### config.mk
export PLATFORM = sky130hd
export DESIGN_NAME = instr_class_monitor
export DESIGN_NICKNAME = d
export VERILOG_FILES = /design/src/rtl/instr_class_monitor.sv
export SDC_FILE = /design/constraint.sdc
export NUM_CORES = 2
export LEC_CHECK = 0
export CAP_MARGIN = 10
export CORE_ASPECT_RATIO = 0.6
export CORE_MARGIN = 4
export CORE_UTILIZATION = 60
export CTS_BUF_LIST = sky130_fd_sc_hd__clkbuf_16
export DETAILED_ROUTE_END_ITERATION = 7
export GPL_ROUTABILITY_DRIVEN = 0
export PLACE_DENSITY = 0.88
export REMOVE_ABC_BUFFERS = 1
export SYNTH_ARGS = -nofsm -noshare
export SYNTH_HDL_FRONTEND = slang
export SYNTH_SLANG_ARGS = --single-unit
### constraint.sdc
create_clock -name clk_i -period 16 [get_ports clk_i]
set_input_delay 4 -clock clk_i [delete_from_list [all_inputs] [get_ports clk_i]]
set_output_delay 4 -clock clk_i [all_outputs]
set_load 0.05 [all_outputs]
### src/rtl/instr_class_monitor.sv
// -----------------------------------------------------------------------------
// instr_class_monitor
//   Commit-stage observer. Classifies up to NrCommitPorts retiring 32-bit
//   encodings per cycle into 8 classes, keeps a wrapping counter per class
//   with a sticky wrap flag, and pushes every committed encrypted memory op
//   (LENC/SENC) into a small trace FIFO drained by a debug/trace sink.
//   Observation only: nothing here can stall commit.
//
// Ports
//   clk_i, rst_ni      clock, asynchronous active-low reset
//   enable_i           1 = count and trace commits
//   clear_i            synchronous clear of counters, wrap flags, drop count
//   commit_valid_i     per-port retire strobe
//   commit_instr_i     per-port retiring encoding
//   commit_pc_i        per-port retiring PC
//   cnt_sel_i          class index for counter readout
//   cnt_o              registered counter of class cnt_sel_i (pre-update value)
//   cnt_ovf_o          sticky per-class wrap flags
//   trace_valid_o      FIFO head valid
//   trace_ready_i      sink accepts head
//   trace_data_o       {is_store, pc, instr} of head entry
//   drop_cnt_o         saturating count of trace entries lost to a full FIFO
//
// Trace handshake: the head entry transfers on a cycle where trace_valid_o and
// trace_ready_i are both high; trace_data_o holds steady while valid && !ready;
// a push into an empty FIFO becomes visible on the following cycle.
// -----------------------------------------------------------------------------
module instr_class_monitor #(
  parameter int NrCommitPorts = 2,
  parameter int VLEN          = 64,
  parameter int CNT_W         = 32,
  parameter int DEPTH         = 8
) (
  input  logic                                  clk_i,
  input  logic                                  rst_ni,
  input  logic                                  enable_i,
  input  logic                                  clear_i,
  input  logic [NrCommitPorts-1:0]              commit_valid_i,
  input  logic [NrCommitPorts-1:0][31:0]        commit_instr_i,
  input  logic [NrCommitPorts-1:0][VLEN-1:0]    commit_pc_i,
  input  logic [2:0]                            cnt_sel_i,
  output logic [CNT_W-1:0]                      cnt_o,
  output logic [7:0]                            cnt_ovf_o,
  output logic                                  trace_valid_o,
  input  logic                                  trace_ready_i,
  output logic [VLEN+32:0]                      trace_data_o,
  output logic [15:0]                           drop_cnt_o
);

  localparam int AW = $clog2(DEPTH);
  localparam int CW = AW + 1;
  localparam int EW = VLEN + 33;

  localparam int CLS_LOAD   = 0;
  localparam int CLS_STORE  = 1;
  localparam int CLS_LENC   = 2;
  localparam int CLS_SENC   = 3;
  localparam int CLS_BRANCH = 4;
  localparam int CLS_JUMP   = 5;
  localparam int CLS_SYSTEM = 6;
  localparam int CLS_OTHER  = 7;

  // One-hot-ish class mask: LENC/SENC also set LOAD/STORE.
  function automatic logic [7:0] classify(input logic [31:0] ins);
    logic [7:0] m;
    m = '0;
    if (ins[1:0] != 2'b11) begin
      m[CLS_OTHER] = 1'b1;
    end else begin
      case (ins[6:0])
        7'b0000011: begin
          m[CLS_LOAD] = 1'b1;
          m[CLS_LENC] = (ins[14:12] == 3'b111);
        end
        7'b0100011: begin
          m[CLS_STORE] = 1'b1;
          m[CLS_SENC]  = (ins[14:12] == 3'b111);
        end
        7'b1100011: m[CLS_BRANCH] = 1'b1;
        7'b1101111,
        7'b1100111: m[CLS_JUMP]   = 1'b1;
        7'b1110011: m[CLS_SYSTEM] = 1'b1;
        default:    m[CLS_OTHER]  = 1'b1;
      endcase
    end
    return m;
  endfunction

  // ---------------------------------------------------------------------------
  // State
  // ---------------------------------------------------------------------------
  logic [CNT_W-1:0] cnt_q [8];
  logic [7:0]       ovf_q;
  logic [15:0]      drop_q;
  logic [EW-1:0]    mem_q [DEPTH];
  logic [AW-1:0]    rd_ptr_q, wr_ptr_q;
  logic [CW-1:0]    count_q;

  // ---------------------------------------------------------------------------
  // Per-port decode
  // ---------------------------------------------------------------------------
  logic [7:0]          hit      [NrCommitPorts];
  logic                counting [NrCommitPorts];
  logic [EW-1:0]       entry    [NrCommitPorts];
  logic                push_en  [NrCommitPorts];
  logic [AW-1:0]       push_idx [NrCommitPorts];
  logic [CW-1:0]       inc      [8];
  logic [CNT_W:0]      sum      [8];
  logic                pop;
  logic [CW-1:0]       free_slots;
  logic [CW-1:0]       rank;
  logic [CW-1:0]       n_push;
  logic [CW-1:0]       n_drop;
  logic [16:0]         drop_sum;

  always_comb begin
    for (int p = 0; p < NrCommitPorts; p++) begin
      hit[p]      = classify(commit_instr_i[p]);
      // clear wins over same-cycle commits, for counters and trace alike
      counting[p] = commit_valid_i[p] && enable_i && !clear_i;
      entry[p]    = {hit[p][CLS_SENC], commit_pc_i[p], commit_instr_i[p]};
    end

    for (int c = 0; c < 8; c++) begin
      inc[c] = '0;
      for (int p = 0; p < NrCommitPorts; p++) begin
        inc[c] = inc[c] + CW'(counting[p] && hit[p][c]);
      end
      sum[c] = {1'b0, cnt_q[c]} + (CNT_W+1)'(inc[c]);
    end
  end

  // ---------------------------------------------------------------------------
  // Trace FIFO push arbitration: candidates take consecutive slots in port
  // order; a same-cycle pop frees one extra slot. Anything beyond the free
  // slots is dropped, which naturally drops the highest ports first.
  // ---------------------------------------------------------------------------
  assign pop        = trace_valid_o && trace_ready_i;
  assign free_slots = CW'(DEPTH) - count_q + CW'(pop);

  always_comb begin
    rank   = '0;
    n_push = '0;
    for (int p = 0; p < NrCommitPorts; p++) begin
      push_en[p]  = 1'b0;
      push_idx[p] = wr_ptr_q + rank[AW-1:0];
      if (counting[p] && (hit[p][CLS_LENC] || hit[p][CLS_SENC])) begin
        if (rank < free_slots) begin
          push_en[p] = 1'b1;
          n_push     = n_push + 1'b1;
        end
        rank = rank + 1'b1;
      end
    end
    n_drop   = rank - n_push;
    drop_sum = {1'b0, drop_q} + 17'(n_drop);
  end

  // ---------------------------------------------------------------------------
  // Counters, flags, readout, drop count, FIFO pointers
  // ---------------------------------------------------------------------------
  always_ff @(posedge clk_i or negedge rst_ni) begin
    if (!rst_ni) begin
      for (int c = 0; c < 8; c++) cnt_q[c] <= '0;
      ovf_q    <= '0;
      drop_q   <= '0;
      cnt_o    <= '0;
      rd_ptr_q <= '0;
      wr_ptr_q <= '0;
      count_q  <= '0;
    end else begin
      cnt_o <= cnt_q[cnt_sel_i];
      if (clear_i) begin
        for (int c = 0; c < 8; c++) cnt_q[c] <= '0;
        ovf_q  <= '0;
        drop_q <= '0;
      end else begin
        for (int c = 0; c < 8; c++) begin
          cnt_q[c] <= sum[c][CNT_W-1:0];
          if (sum[c][CNT_W]) ovf_q[c] <= 1'b1;
        end
        drop_q <= drop_sum[16] ? 16'hFFFF : drop_sum[15:0];
      end
      // FIFO contents and pointers are untouched by clear_i
      rd_ptr_q <= rd_ptr_q + AW'(pop);
      wr_ptr_q <= wr_ptr_q + n_push[AW-1:0];
      count_q  <= count_q - CW'(pop) + n_push;
    end
  end

  // Storage array carries no reset; validity is tracked by count_q.
  always_ff @(posedge clk_i) begin
    for (int p = 0; p < NrCommitPorts; p++) begin
      if (push_en[p]) mem_q[push_idx[p]] <= entry[p];
    end
  end

  assign cnt_ovf_o     = ovf_q;
  assign drop_cnt_o    = drop_q;
  assign trace_valid_o = (count_q != '0);
  assign trace_data_o  = mem_q[rd_ptr_q];

endmodule

## After elaboration in Yosys (flattened, before gate mapping)

Memory sizes are Yosys's and may differ from the RTL's.
Cells that the tools add are included.

| operators by class | value |
|---|---|
| mux-type cells | 49 |
| $add $sub $neg | 27 |
| bitwise logic cells | 1 |
| reduce and logical (&&, ||, !) cells | 39 |
| magnitude comparators | 3 |
| equality and inequality tests | 16 |

Operators with widths:

| kind | number |
|---|---|
| $add 32x2->33 | 8 |
| $mux 256 | 1 |
| $bmux 32 s3 | 1 |
| $mux 32 | 2 |
| $eq 7x7->1 const B | 8 |
| $mux 1 | 37 |
| $mux 16 | 2 |
| $logic_and 1x1->1 | 23 |
| $add 16x4->17 | 1 |
| $add 1x1->2 | 8 |
| $reduce_bool 2->1 | 8 |
| $eq 7x2->1 const B | 2 |
| $eq 7x6->1 const B | 2 |
| $mux 7 | 2 |
| $mux 4 | 3 |
| $reduce_or 6->1 | 2 |
| $add 4x1->4 const B | 2 |
| $mux 8 | 1 |
| $add 3x3->3 | 2 |
| $eq 3x3->1 const B | 2 |
| $add 4x1->4 | 1 |
| $add 4x4->4 | 1 |
| $ge 4x4->1 const B | 1 |
| $lt 1x4->1 const A | 1 |
| other kinds (11) | 14 |

| storage, ports and cells | value |
|---|---|
| output and inout port bits | 154 |
| register bits | 322 |
| logic and storage cells | 157 |
| memory bits (writable) | 776 |
| memories | 1 |
| input port bits | 202 |

Memory list:

| name | depth | width | read ports | clocked after Yosys merged registers in | write ports | RTL line | text |
|---|---|---|---|---|---|---|---|
| mem_q | 8 | 97 | 1 | 0 | 2 | 95 | `logic [EW-1:0] mem_q [DEPTH];` |

## Depth between registers and ports, before layout

| depth | value |
|---|---|
| depth after elaboration | 14 |
| depth in mapped cells | 25 |
| mapped depth without buffers | 24 |

## Worst setup path after synthesis

Ideal clock, no wire load.

| path | value |
|---|---|
| kind | input to register |
| from | input port trace_ready_i |
| to | memory mem_q[0][0] (netlist name) (enable) |
| library setup time | 0.696 ns |
| arrival time | 13.070 ns |
| required time | 15.304 ns |
| slack | 2.234 ns |
| path buffers | 1 |
| cell stages on the path | 8 |
| cells stage by stage | nand2_1 ha_1 or3_1 a31o_2 clkbuf_1 a2111oi_0 nand2b_1 o31ai_1 |

RTL lines:

| element | RTL line | text |
|---|---|---|
| start, declared | 45 | `input logic trace_ready_i,` |
| end, declared | 95 |  |

## Worst setup path in the final report

| path | value |
|---|---|
| from | register rd_ptr_q[0] |
| to | output port trace_data_o[49] |

| between the ends | value |
|---|---|
| longest elaborated chain between the ends | 1 |

RTL lines:

| element | RTL line | text |
|---|---|---|
| start, declared | 96 | `logic [AW-1:0] rd_ptr_q, wr_ptr_q;` |
| start signal, assigned | 185 | `rd_ptr_q <= rd_ptr_q + AW'(pop);` |
| $mem_v2 8x97 | -- |  |
| end, declared | 46 | `output logic [VLEN+32:0] trace_data_o,` |

No other way between the ends.

==> key figures <==
Logic synthesis
  • Most used DFF post-synth: edfxtp_1
  • Number of synthesized flops with an enable pin: about 780
  • Post-synthesis cell type count: 59
  • Synth async-reset ratio: 29.3%
  • Synth Register Bits: 1098
  • Avg Inst Size Synth: 15.0 um2
  • Share of the yosys chip area belonging to registers: 56.5%
  • Synth warnings: 0
  • Gate Count Post-Synth: 3700
  • Mapped cell area: 55500 um2

Floorplanning
  • Initial core utilization: between 60% and 70%
  • Num ports: 356
  • Core Box Area: 91800 um2
  • Die height: 244 um
  • Die W: 401 um
  • FP Rows: 86
  • Die area: around 98000 um2

Clocking
  • Hold-fix buffers, CTS: 0
  • Post-CTS setup buffer count: 0
  • CTS max path bufs: 3
  • Clock Tree Root: clkbuf_16
  • Clk slew on worst S/H paths: 0.07 ns
  • Later-pin clock latency in the skew report: 0.74 ns
  • Sink Count: 1098
  • CTS tree: yes
  • Num CTS Buffers: 102
  • # resized after CTS: 0
  • H-tree depth: 3

GRT
  • First-pass GRT wire length: 221 mm
  • Gr ovfl total: 0
  • Initial antenna violation count: 30
  • Vias in the first global route: 34852
  • Largest net degree at the start of global routing: 157
  • GRT Total Usage: 29.7%

Detailed routing
  • DRC: 0
  • DRT antenna net count: 0
  • Vias/cell: 6.53
  • Routed Wire Length: 146 mm
  • DR WL/cell: 27.5 um
  • Pre-Repair DR Iteration Count: 6
  • DRT iter0 DRCs: 4403
  • Via count: 34809

Critical path
  • Critical Path RT: 12.00 ns
  • Max Fanout on Critical Path: 112
  • Setup crit start kind: flip-flop
  • Critical path's slowest cell: dfrtp_4
  • Slowest stage delay, CP: 1.06 ns
  • Data arrival, critical path: 5.16 ns
  • Critical path capture point type: primary output
  • Worst path cell trace: buf_4, buf_12, mux4_2, mux2_2, clkdlybuf4s50_1
  • Critical path class: reg2out

Cells and area
  • Synth-to-Final Area Change: 14.4%
  • Commonest non-fill, non-tap cell in the layout: edfxtp_1
  • Fillcell total: 5848
  • Fraction of layout instances using a drive strength above 1: between 30% and 40%
  • Most frequent cells in the layout: edfxtp_1, mux2_2, clkdlybuf4s50_1
  • Final #Nets: 4224
  • Layout Cells excl Fill: 5327

Placement
  • HPWL after DPL: 86.1 mm
  • Dpl cells: 5110
  • Port bufs: about 360

Timing
  • Clk_skew: about 0.048 ns
  • Final period utilization: 57.2%
  • Endpoints failing setup: 0
  • Fin. Hold Viols: 0
  • Fin crit period: 9.16 ns
  • Slew at the pin with the worst max-slew slack: around 1.3 ns
  • Max-slew headroom: between 10 and 15%
  • Setup tns final: 0 ns
  • RSZ-0062 raised after global routing: false
  • Upper clock frequency limit: 109 MHz
  • Final max-slew violation count: 0

Run
  • Max Cap Violations: 0

Power
  • PwrDens: 126 nW/um2
  • Pleak: 22.2 nW
  • VDD IR max: 147 uV

Hold path
  • Hold WC Path Type: reg2reg

Outcome
  • Status: complete, no violations
## through the flow
step           util (%)  power [W]  cell area (um2)  setup slack, ns  hold slack (ns)
6_report           69.2    0.00803            63500             6.84            0.507
5_1_grt            69.2    0.00828            63500             6.41            0.545
4_1_cts            69.1    0.00806            63400             6.69            0.506
3_5_place_dp       65.5    0.00566            60100             6.45            0.492
3_3_place_gp       65.5    0.00564            60100             6.62            0.484
2_1_floorplan         -    0.00514            54500             2.40            0.507
## state kept, by name, summed over array words and instances, names as in the netlist
| register | flops |
|---|---|
| cnt_o | 32 |
| cnt_ovf_o | 8 |
| cnt_q | 256 |
| count_q | 4 |
| drop_cnt_o | 16 |
| mem_q | 776 |
| rd_ptr_q | 3 |
| wr_ptr_q | 3 |
## power by group
| part | total, W | leakage, nW | switching, W | internal, W |
|---|---|---|---|---|
| Clock | 0.00241 | 1.67 | 0.00112 | 0.00129 |
| Sequential | 0.00315 | 11.5 | 0.0000925 | 0.00306 |
| Combinational | 0.00246 | 9.07 | 0.00141 | 0.00105 |
## path summary, 6_finish.rpt
kind / from / endpoint / slack (ns) / cells past startpoint
max in group asynchronous: rst_ni / rd_ptr_q[2] / 11.02 / 2
max reg2reg: count_q[2] / drop_cnt_o[4] / 10.21 / 21
min: cnt_ovf_o[0] / cnt_ovf_o[0] / 0.51 / 2
max: rd_ptr_q[0] / trace_data_o[49] / 6.84 / 5
min in group asynchronous: rst_ni / cnt_q[213] / 3.38 / 1
min reg2reg: cnt_ovf_o[0] / cnt_ovf_o[0] / 0.51 / 2
## cell type report
cell class / count / area, um2 / area share (%)
sequential: 1098 / 31400 / 49.4
timing repair buffer: 399 / 3940 / 6.20
tap: 1232 / 1540 / 2.43
clock inverter: 87 / 703 / 1.11
clock buffer: 103 / 2580 / 4.06
antenna: 27 / 67.6 / 0.106
inverter: 53 / 199 / 0.313
multi-input combinational: 2328 / 23100 / 36.4
## worst max-delay path: cells and delay by family (launching register included)
family,cells,cell delay (ns)
flops,1,1.06
mux,2,0.89
buf+inv,3,2.26
## Yosys cell counts, drive strengths merged (3+ instances only)
| cell type | instances | area [um2] |
|---|---|---|
| nor3b | 5 | 37.5 |
| nand3 | 104 | 521 |
| fa | 12 | 240 |
| a2111oi | 6 | 128 |
| nor3 | 46 | 230 |
| or3 | 19 | 119 |
| a21oi | 35 | 175 |
| or4 | 7 | 56.3 |
| clkbuf | 117 | 442 |
| nor2 | 264 | 991 |
| mux2 | 827 | 9310 |
| nand2 | 95 | 357 |
| dfrtp | 322 | 8060 |
| nor4 | 38 | 238 |
| a31oi | 6 | 37.5 |
| buf | 104 | 519 |
| o21ai | 29 | 145 |
| mux2i | 5 | 50.1 |
| nor4b | 6 | 52.6 |
| nand2b | 18 | 113 |
| mux4 | 258 | 5810 |
| inv | 53 | 199 |
| xnor2 | 110 | 963 |
| or2 | 37 | 231 |
| edfxtp | 776 | 23300 |
| and3 | 36 | 225 |
| xor2 | 125 | 1090 |
| a41oi | 5 | 43.8 |
| nor2b | 49 | 307 |
| a31o | 3 | 26.3 |
| ha | 28 | 350 |
| and2 | 27 | 169 |
| nand4 | 68 | 425 |
| and4 | 39 | 342 |
## routing by layer
layer	GRT usage, %	wire length (um)	up-vias
li1	-	-	14809
met1	43.2	58800	17772
met2	44.2	67100	1978
met3	8.00	16400	242
met4	9.73	3950	8
met5	0	48	-
## cell families (layout without fill, tap and decap cells)
kind of cell | count (synthesis) | in the layout | share of synthesized area, %
fa+ha+maj | 40 | 40 | 1.06
xor+xnor | 235 | 235 | 3.71
other cells | 0 | 27 | 0
mux | 1090 | 1090 | 27.3
compound gates | 96 | 96 | 1.17
flops | 1098 | 1098 | 56.5
buf+inv | 274 | 642 | 2.09
simple gates | 867 | 867 | 8.12
No activity file was read; power rests on OpenSTA's default activity.
